===== config.mk =====
export PLATFORM = sky130hd
export DESIGN_NAME = motion_compensator
export DESIGN_NICKNAME = d
export VERILOG_FILES = /design/src/rtl/motion_compensator.sv
export SDC_FILE = /design/constraint.sdc
export NUM_CORES = 1
export LEC_CHECK = 0
export CAP_MARGIN = 20
export CORE_AREA = 2 2 134 71
export CTS_CLUSTER_DIAMETER = 40
export DETAILED_ROUTE_END_ITERATION = 8
export DIE_AREA = 0 0 136 73
export PLACE_DENSITY = 0.76
export SLEW_MARGIN = 0
export SYNTH_ARGS = -nofsm -noshare
export SYNTH_HDL_FRONTEND = slang
export SYNTH_SLANG_ARGS = --single-unit

===== constraint.sdc =====
create_clock -name clock -period 5.4 [get_ports clock]
set_input_delay 1.35 -clock clock [delete_from_list [all_inputs] [get_ports clock]]
set_output_delay 1.35 -clock clock [all_outputs]
set_load 0.01 [all_outputs]

===== src/rtl/motion_compensator.sv =====
// motion_compensator: fetches the displaced 16x16 block, streams
// {pred_pixel, residual} beats and recomputes the saturating SAD.
// Ports: clock/reset, go/motionX/motionY/BestDist start,
// AddressR/AddressS + R/S memory reads, out_* stream, busy/done/sad/sad_match.
module motion_compensator #(
  parameter int X_BIAS = 8,
  parameter int Y_BIAS = 9,
  parameter int BLK    = 16
) (
  input  logic       clock,
  input  logic       reset,
  input  logic       go,
  input  logic [3:0] motionX,
  input  logic [3:0] motionY,
  input  logic [7:0] BestDist,
  output logic [7:0] AddressR,
  output logic [9:0] AddressS,
  input  logic [7:0] R,
  input  logic [7:0] S,
  output logic [7:0] pred_pixel,
  output logic [8:0] residual,
  output logic       out_valid,
  input  logic       out_ready,
  output logic       out_last,
  output logic       busy,
  output logic       done,
  output logic [7:0] sad,
  output logic       sad_match
);

  localparam logic [7:0] LAST = 8'(BLK * BLK - 1);

  typedef enum logic [1:0] {
    IDLE,
    RUN,
    DRAIN,
    DONE
  } state_t;

  state_t     state_q;
  logic [7:0] idx_q;
  logic [3:0] col_off_q;
  logic [3:0] row_off_q;
  logic [7:0] best_q;
  logic [7:0] pred_q;
  logic [8:0] res_q;
  logic       valid_q;
  logic       last_q;
  logic       done_q;
  logic [7:0] sad_q;
  logic       match_q;

  logic       active;
  logic       load;
  logic [4:0] row_sum;
  logic [4:0] col_sum;
  logic [8:0] res_d;
  logic [8:0] abs_d;
  logic [9:0] sum_d;
  logic [7:0] sad_d;

  assign active  = (state_q == RUN) || (state_q == DRAIN);
  assign load    = !valid_q || out_ready;
  assign row_sum = {1'b0, row_off_q} + {1'b0, idx_q[7:4]};
  assign col_sum = {1'b0, col_off_q} + {1'b0, idx_q[3:0]};

  // col_sum never exceeds 30, so row*32+col is a plain concat
  assign AddressR = active ? idx_q : 8'd0;
  assign AddressS = active ? {row_sum, col_sum} : 10'd0;

  assign res_d = {1'b0, R} - {1'b0, S};
  assign abs_d = res_d[8] ? (9'd0 - res_d) : res_d;
  assign sum_d = {2'b00, sad_q} + {1'b0, abs_d};
  assign sad_d = (sum_d > 10'd255) ? 8'hFF : sum_d[7:0];

  always_ff @(posedge clock) begin
    if (!reset) begin
      state_q   <= IDLE;
      idx_q     <= 8'd0;
      col_off_q <= 4'd0;
      row_off_q <= 4'd0;
      best_q    <= 8'd0;
      pred_q    <= 8'd0;
      res_q     <= 9'd0;
      valid_q   <= 1'b0;
      last_q    <= 1'b0;
      done_q    <= 1'b0;
      sad_q     <= 8'd0;
      match_q   <= 1'b0;
    end else begin
      done_q <= 1'b0;
      unique case (state_q)
        IDLE: begin
          if (go) begin
            col_off_q <= motionX + 4'(X_BIAS);
            row_off_q <= motionY + 4'(Y_BIAS);
            best_q    <= BestDist;
            idx_q     <= 8'd0;
            sad_q     <= 8'd0;
            match_q   <= 1'b0;
            state_q   <= RUN;
          end
        end
        RUN: begin
          if (load) begin
            pred_q  <= S;
            res_q   <= res_d;
            valid_q <= 1'b1;
            last_q  <= (idx_q == LAST);
            sad_q   <= sad_d;
            idx_q   <= idx_q + 8'd1;
            if (idx_q == LAST) begin
              state_q <= DRAIN;
            end
          end
        end
        DRAIN: begin
          if (valid_q && out_ready) begin
            valid_q <= 1'b0;
            last_q  <= 1'b0;
            done_q  <= 1'b1;
            match_q <= (sad_q == best_q);
            state_q <= DONE;
          end
        end
        DONE: begin
          state_q <= IDLE;
        end
        default: begin
          state_q <= IDLE;
        end
      endcase
    end
  end

  assign pred_pixel = pred_q;
  assign residual   = res_q;
  assign out_valid  = valid_q;
  assign out_last   = last_q;
  assign busy       = (state_q != IDLE);
  assign done       = done_q;
  assign sad        = sad_q;
  assign sad_match  = match_q;

endmodule


==> summary.md <==
| Metric | Value |
|---|---|
| Ratio of cells with drive above 1 in the final layout | `3.586%` |
| Die Ht | `73 um` |
| First-pass GRT wire length | `15.39 mm` |
| TritonCTS Sinks | `55` |
| Dpl hpwl | `7.538 mm` |
| Cts bufs inserted | `5` |
| Levels on crit path | `17` |
| Area grow syn2layout | `30.15%` |
| P_int | `1093 uW` |
| Cell Chain, Critical Path | `clkdlybuf4s50_1, ha_1, inv_1, fa_1, a21o_1, a221oi_2, o21a_2, nand2_1, o21ai_0, ha_1, a21o_1, a211oi_1, o21ai_0, nor3_1, a41oi_1, a21boi_4, a221o_1` |
| Status | `completed` |
| Syn avg cell area | `8.417 um^2` |
| Initial antenna violation count | `0` |
| Post-route setup TNS | `0 ps` |
| Delay-heaviest family, CP | `compound AO/OA/AOI/OAI gates` |
| Max VDD drop | `0.0001881 V` |
| Post-synth top area share | `30.78%` |
| Root buf cell | `clkbuf_16` |
| Core Rows | `25` |
| Critical path launch point type | `input pin` |
| Hold Crit Class | `reg -> reg` |
| FF+latch count, synth | `55` |
| CP endpoint kind | `register` |
| Worst clock skew | `5.506 ps` |
| Hold depth | `2` |
| Period utilization | `93.51%` |
| Top cells by area, synth | `dfxtp_1 31%, ha_1 11%, nand2_1 7.6%, xnor2_1 5.4%, a21boi_0 5.2%` |
| Final setup violation count | `0` |
| Max Buffers Root-to-Sink | `2` |
| Post_cts resized | `0` |
| Final Util | `52.04%` |
| Max Clock Freq | `198.0 MHz` |
| Post-CTS setup buffer count | `0` |
| Core Region | `8946 um^2` |
| Lkg Pwr | `0.001869 uW` |
| Total Nets Final | `574` |
| Mapped Cells | `425` |
| Clock slew at reported path FFs | `70 ps` |
| Async S/R FF share, synth | `0%` |
| CP Data Required Time | `5570 ps` |
| Avg WL per Cell | `15.21 um` |
| CTS tree | `yes` |
| Primary FF master, synth | `dfxtp_1` |
| # IOs | `84` |
| Combinational Power Share | `51.5%` |
| Largest area contributor in the netlist | `dfxtp_1` |
| Sequential Power Share | `31.7%` |
| Maximum number of pins on one net before global-route repair | `25` |
| Sw Share | `39.73%` |
| Slew headroom | `51.14%` |
| Yosys warning total | `0` |
| H-tree depth | `2` |
| Crit Path Category | `in -> reg` |
| Vias in the first global route | `3151` |
| DRC viols | `0` |
| I/O Buffers | `83` |
| Max-cap violations | `0` |
| Switching power | `720.7 uW` |
| CTS Hold Bufs | `0` |
| Via count | `3234` |
| CP max stage delay | `480 ps` |
| Slowest library cell on the worst path | `clkdlybuf4s50_1` |
| Syn nets | `496` |
| Max Slew Vio Count | `0` |
| Post-Syn Area | `3577 um^2` |
| Starting density of the core | `39.99%` |
| Drt total wl | `9.474 mm` |
| Routed Antenna Nets | `0` |
| Routability cong. | `0.9131` |
| Worst-Margin Slew | `730.6 ps` |
| WP buf/inv | `2` |
| Clk pwr share | `16.8%` |
| Overflow after GRT | `0` |
| Final min period | `5049 ps` |
| Post-synth EDFFs | `0` |
| Total global-route track usage | `19.81%` |
| Worst-path maximum fanout | `7` |
| Netlist cell types | `55` |
| Die width | `136 um` |
| Die area | `9928 um^2` |
| Ant. Diodes | `0` |
| Number of fill cells | `838` |
| Crit path DAT | `5220 ps` |
| Final hold vios | `0` |
| Vias/cell | `5.191` |
| R2R cell count | `10` |
| DRT Pass-1 Iters | `4` |
| RSZ-0062 raised after global routing | `no` |
| Iter 0 DRT Violations | `178` |
| Clock Latency Late Sink | `290 ps` |
| Seq/Total Area, Yosys | `30.78%` |
| PD cells | `389.6 nW/um^2` |
final timing paths:
check | startpoint | to | slack (ps)
worst max register to register | sad[0] | sad[4] | 2900
worst max-delay path | S[0] | sad[4] | 350
worst min-delay path | residual[4] | residual[4] | 470
worst min register to register | residual[4] | residual[4] | 470
synth_stat cells (2+ instances only):
library cell / instances
a21boi_0: 25
a21o_1: 7
a21oi_1: 19
a221o_1: 6
a22oi_1: 2
and2_1: 22
buf_1: 2
clkbuf_1: 13
dfxtp_1: 55
fa_1: 4
ha_1: 31
inv_1: 27
mux2i_1: 2
nand2_1: 72
nand2b_1: 4
nand3_1: 3
nand4_1: 5
nor2_1: 12
nor2b_1: 13
nor3_1: 3
nor3b_1: 4
o211a_1: 5
o21a_1: 7
o21ai_0: 17
o21ai_1: 2
o41ai_1: 2
or3_1: 2
xnor2_1: 22
xor2_1: 11
layer usage:
layer | vias to the layer above | share of wire [%] | wire length [um] | track usage [%]
met4 | 0 | 1.3 | 120 | 4.861
met5 | - | 0 | 0 | 0
met2 | 119 | 39 | 3714 | 29.48
met1 | 1488 | 50 | 4753 | 27.86
li1 | 1612 | - | - | -
met3 | 15 | 9.3 | 885 | 6.319
placed cells by master (no fill, tap or decap), drive strengths merged, types with 19 or more instances in the layout:
cell / instances
clkdlybuf4s50: 83
o21ai: 19
nand2: 72
xnor2: 22
inv: 27
a21boi: 27
dfxtp: 55
ha: 31
a21oi: 19
and2: 22
per-stage QoR:
step           area, um^2  hold WS, ps  setup WS [ps]  power (uW)  instances
2_1_floorplan        3577        447.2          850.6        1170        425
3_3_place_gp         4526        451.2          154.6        1494        617
3_5_place_dp         4526        459.8          28.81        1513        617
4_1_cts              4654        473.1          328.2        1821        623
5_1_grt              4656        503.5          59.80        1951        623
6_report             4656        471.9          350.6        1814        623
worst register-to-register path, stage by stage (launching register included):
cell and delay [ps]:
dfxtp_1 450, ha_1 210, inv_1 60, fa_1 410, nor2b_1 130, o21ai_1 90, a21bo_2 240, nor3_1 170
a41oi_1 140, a21boi_4 210, a221o_1 280
flip-flops by register name (all words and copies together), names as in the netlist, 2 cells and up:
name        flops
sad             8
idx_q           8
residual        9
row_off_q       4
col_off_q       4
pred_pixel      8
best_q          8
state_q         2
logic make-up (layout without fill, tap and decap cells):
logic type                 after synthesis  count (layout)  synth area share [%]
xor gates and xnor gates                33              33                 8.080
DFF                                     55              55                 30.78
and+or+nand+nor                        151             151                 21.02
adders and majority gates               35              35                 13.08
muxes                                    2               2                0.5597
AOI/OAI and AO/OA                      107             107                 22.07
buffers and inverters                   42             119                 4.407
power groups by stage:
stage	clock network [uW]	logic [uW]	registers, uW
after floorplan	0	583	588
after global placement	0	914	580
after detailed placement	0	928	584
after CTS	311	934	576
after global routing	332	1030	586
final	305	934	575
cell type report:
class / instances / area (um^2) / area share (%)
Inverter: 27 / 101.3 / 2.177
Multi-Input combinational cell: 328 / 2320 / 49.83
Timing Repair Buffer: 86 / 853.3 / 18.33
Sequential cell: 55 / 1101 / 23.65
Clock buffer: 6 / 128.9 / 2.768
Tap cell: 121 / 151.4 / 3.252
Power figures use the tool's default switching activity.
==> variant, RTL diff (config.mk and constraints unchanged) <==
Re-encode `state_t` (4 states) as one-hot, 4 bits wide.
--- a/src/rtl/motion_compensator.sv
+++ b/src/rtl/motion_compensator.sv
@@ -30,11 +30,11 @@
 
   localparam logic [7:0] LAST = 8'(BLK * BLK - 1);
 
-  typedef enum logic [1:0] {
-    IDLE,
-    RUN,
-    DRAIN,
-    DONE
+  typedef enum logic [3:0] {
+    IDLE  = 4'b0001,
+    RUN   = 4'b0010,
+    DRAIN = 4'b0100,
+    DONE  = 4'b1000
   } state_t;
 
   state_t     state_q;
Formal check against the unedited RTL: same outputs for any inputs over 10 cycles, from zero or initial values and one cycle with reset low; not proved beyond that.
==> variant against the unedited design <==
- routed wire length increased by 16%
- worst setup slack worse by 130 ps
- synthesized area rose by 1.3%
- final area is 6.4% higher
- register-to-register slack got worse by 230 ps
- count of clock-buffer cells in the layout rose by 6
- sequential cell count rose by 2
- cell count grew 8.0%
Power is not compared: it rests on default switching activity, and its combinational part moved more than twofold at a synthesized area within 25%.
==> variant: results (changes against the unedited design) <==
- Status: complete, no violations
- Clock transition at path regs: 50 ps (-20 ps)
- Total track usage: 22.8% (+3.0 points)
- Post-synthesis cell type count: 53 (-3.6%)
- Placed Cells: 657 (+6.5%)
- Global-route wire length before repair: 17300 microns (+13%)
- Syn Nets: 525 (+5.8%)
- Via-to-Cell Ratio: 5.41 (+4.2%)
- Initial DRC Count: 276 (+55%)
- Synth area leaders: dfxtp_1, ha_1, nand2_1
- Cell area after synthesis: 3620 sq um (+1.3%)
- Drt wl/cell: 16.4 microns (+7.8%)
- Largest net degree at the start of global routing: 40 (+60%)
- Clock Latency Late Sink: 330 ps (+40 ps)
- Reg2reg path depth: 5 (-5)
- Vias: 3641 (+13%)
- Routability cong.: 0.949 (+4.0%)
- Crit share post-route: 95.9% (+2.4 points)
- Worst r2r src: state_q[1]$_SDFFE_PN0P_
- Register area share after synthesis: 31.5% (+0.70 points)
- Top cell type's share of synthesized area: 31.5% (+0.70 points)
- R2R Setup Slk: 2670 ps (-230 ps)
- Cell count after synthesis: 458 (+7.8%)
- Synth cell count leaders: nand2_1, dfxtp_1, a21oi_1
- Clk_skew: 3.12 ps (-2.38 ps)
- Setup Slack @ Placement: 25.7 ps (-3.14 ps)
- Share of layout cells above drive strength 1: 6.16% (+2.6 points)
- Slew headroom: 25.3% (-26 points)
[variant: cell count changes in the layout (fill, tap and decap cells not counted), moves of 7 or more]
cell,change
nor3_1,+10
and3_1,+15
buf_4,+7
nand2_1,+7
nor2_1,+29
a21boi_0,-25
o21ai_0,-11
xor2_1,+9
a21oi_1,+34
and2_1,-20
[variant: area by class of cell]
cell class / count / area (sq um)
repair buffers: 93 / 906
clock buffers: 12 / 267
fillers: 805 / 3990
flip-flops and latches: 57 / 1140
multi-input cells: 361 / 2320
clock inverters: 4 / 73.8
inverters: 25 / 93.8
well taps: 121 / 151
[variant: final timing paths]
check | end
max | sad[0]$_SDFFE_PN0P_
min | residual[4]$_SDFFE_PN0P_
max reg2reg | sad[0]$_SDFFE_PN0P_
min reg2reg | residual[4]$_SDFFE_PN0P_
[variant: per-stage QoR]
stage | total power, mW | cell area (sq um)
global placement | 0.791 | 4610
CTS | 1.45 | 4950
global route | 1.51 | 4950
detailed placement | 0.800 | 4610
floorplan | 0.688 | 3620
finish | 1.44 | 4950
[variant: critical path: stages]
cell             delay, ps
clkdlybuf4s50_1        500
ha_1                   170
inv_1                   50
fa_1                   400
a21o_1                 220
a221oi_4               250
o21a_1                 310
nor2b_1                200
xnor2_1                130
ha_1                   290
nor2b_1                160
o31a_1                 300
o221ai_1               210
nand2_1                220
a2111oi_1              500
nor3_1                 110
[variant: power by group through the flow]
stage / registers (mW) / logic [mW] / clock network, mW
after floorplan: 0.460 / 0.228 / 0
after global placement: 0.460 / 0.331 / 0
after detailed placement: 0.461 / 0.339 / 0
after CTS: 0.453 / 0.343 / 0.653
after global routing: 0.455 / 0.379 / 0.677
final: 0.453 / 0.347 / 0.644
[variant: per-layer routing]
metal / up-vias / wire length, microns / GRT usage (%)
met5: - / 0 / 0
met4: 0 / 155 / 6.83
met3: 19 / 1090 / 7.50
met2: 172 / 4600 / 34.3
met1: 1683 / 5190 / 31.1
li1: 1767 / - / -
[variant: cell families (layout without fill, tap and decap cells)]
| group | after synthesis | in the layout | share of synthesized area (%) |
|---|---|---|---|
| AND/OR/NAND/NOR | 193 | 193 | 25.4 |
| AO/OA/AOI/OAI | 98 | 98 | 17.5 |
| flip-flops | 57 | 57 | 31.5 |
| buffers and inverters | 40 | 134 | 4.49 |
| XOR/XNOR | 38 | 38 | 9.18 |
| adder cells (fa/ha/maj) | 31 | 31 | 11.5 |
| multiplexers | 1 | 1 | 0.414 |
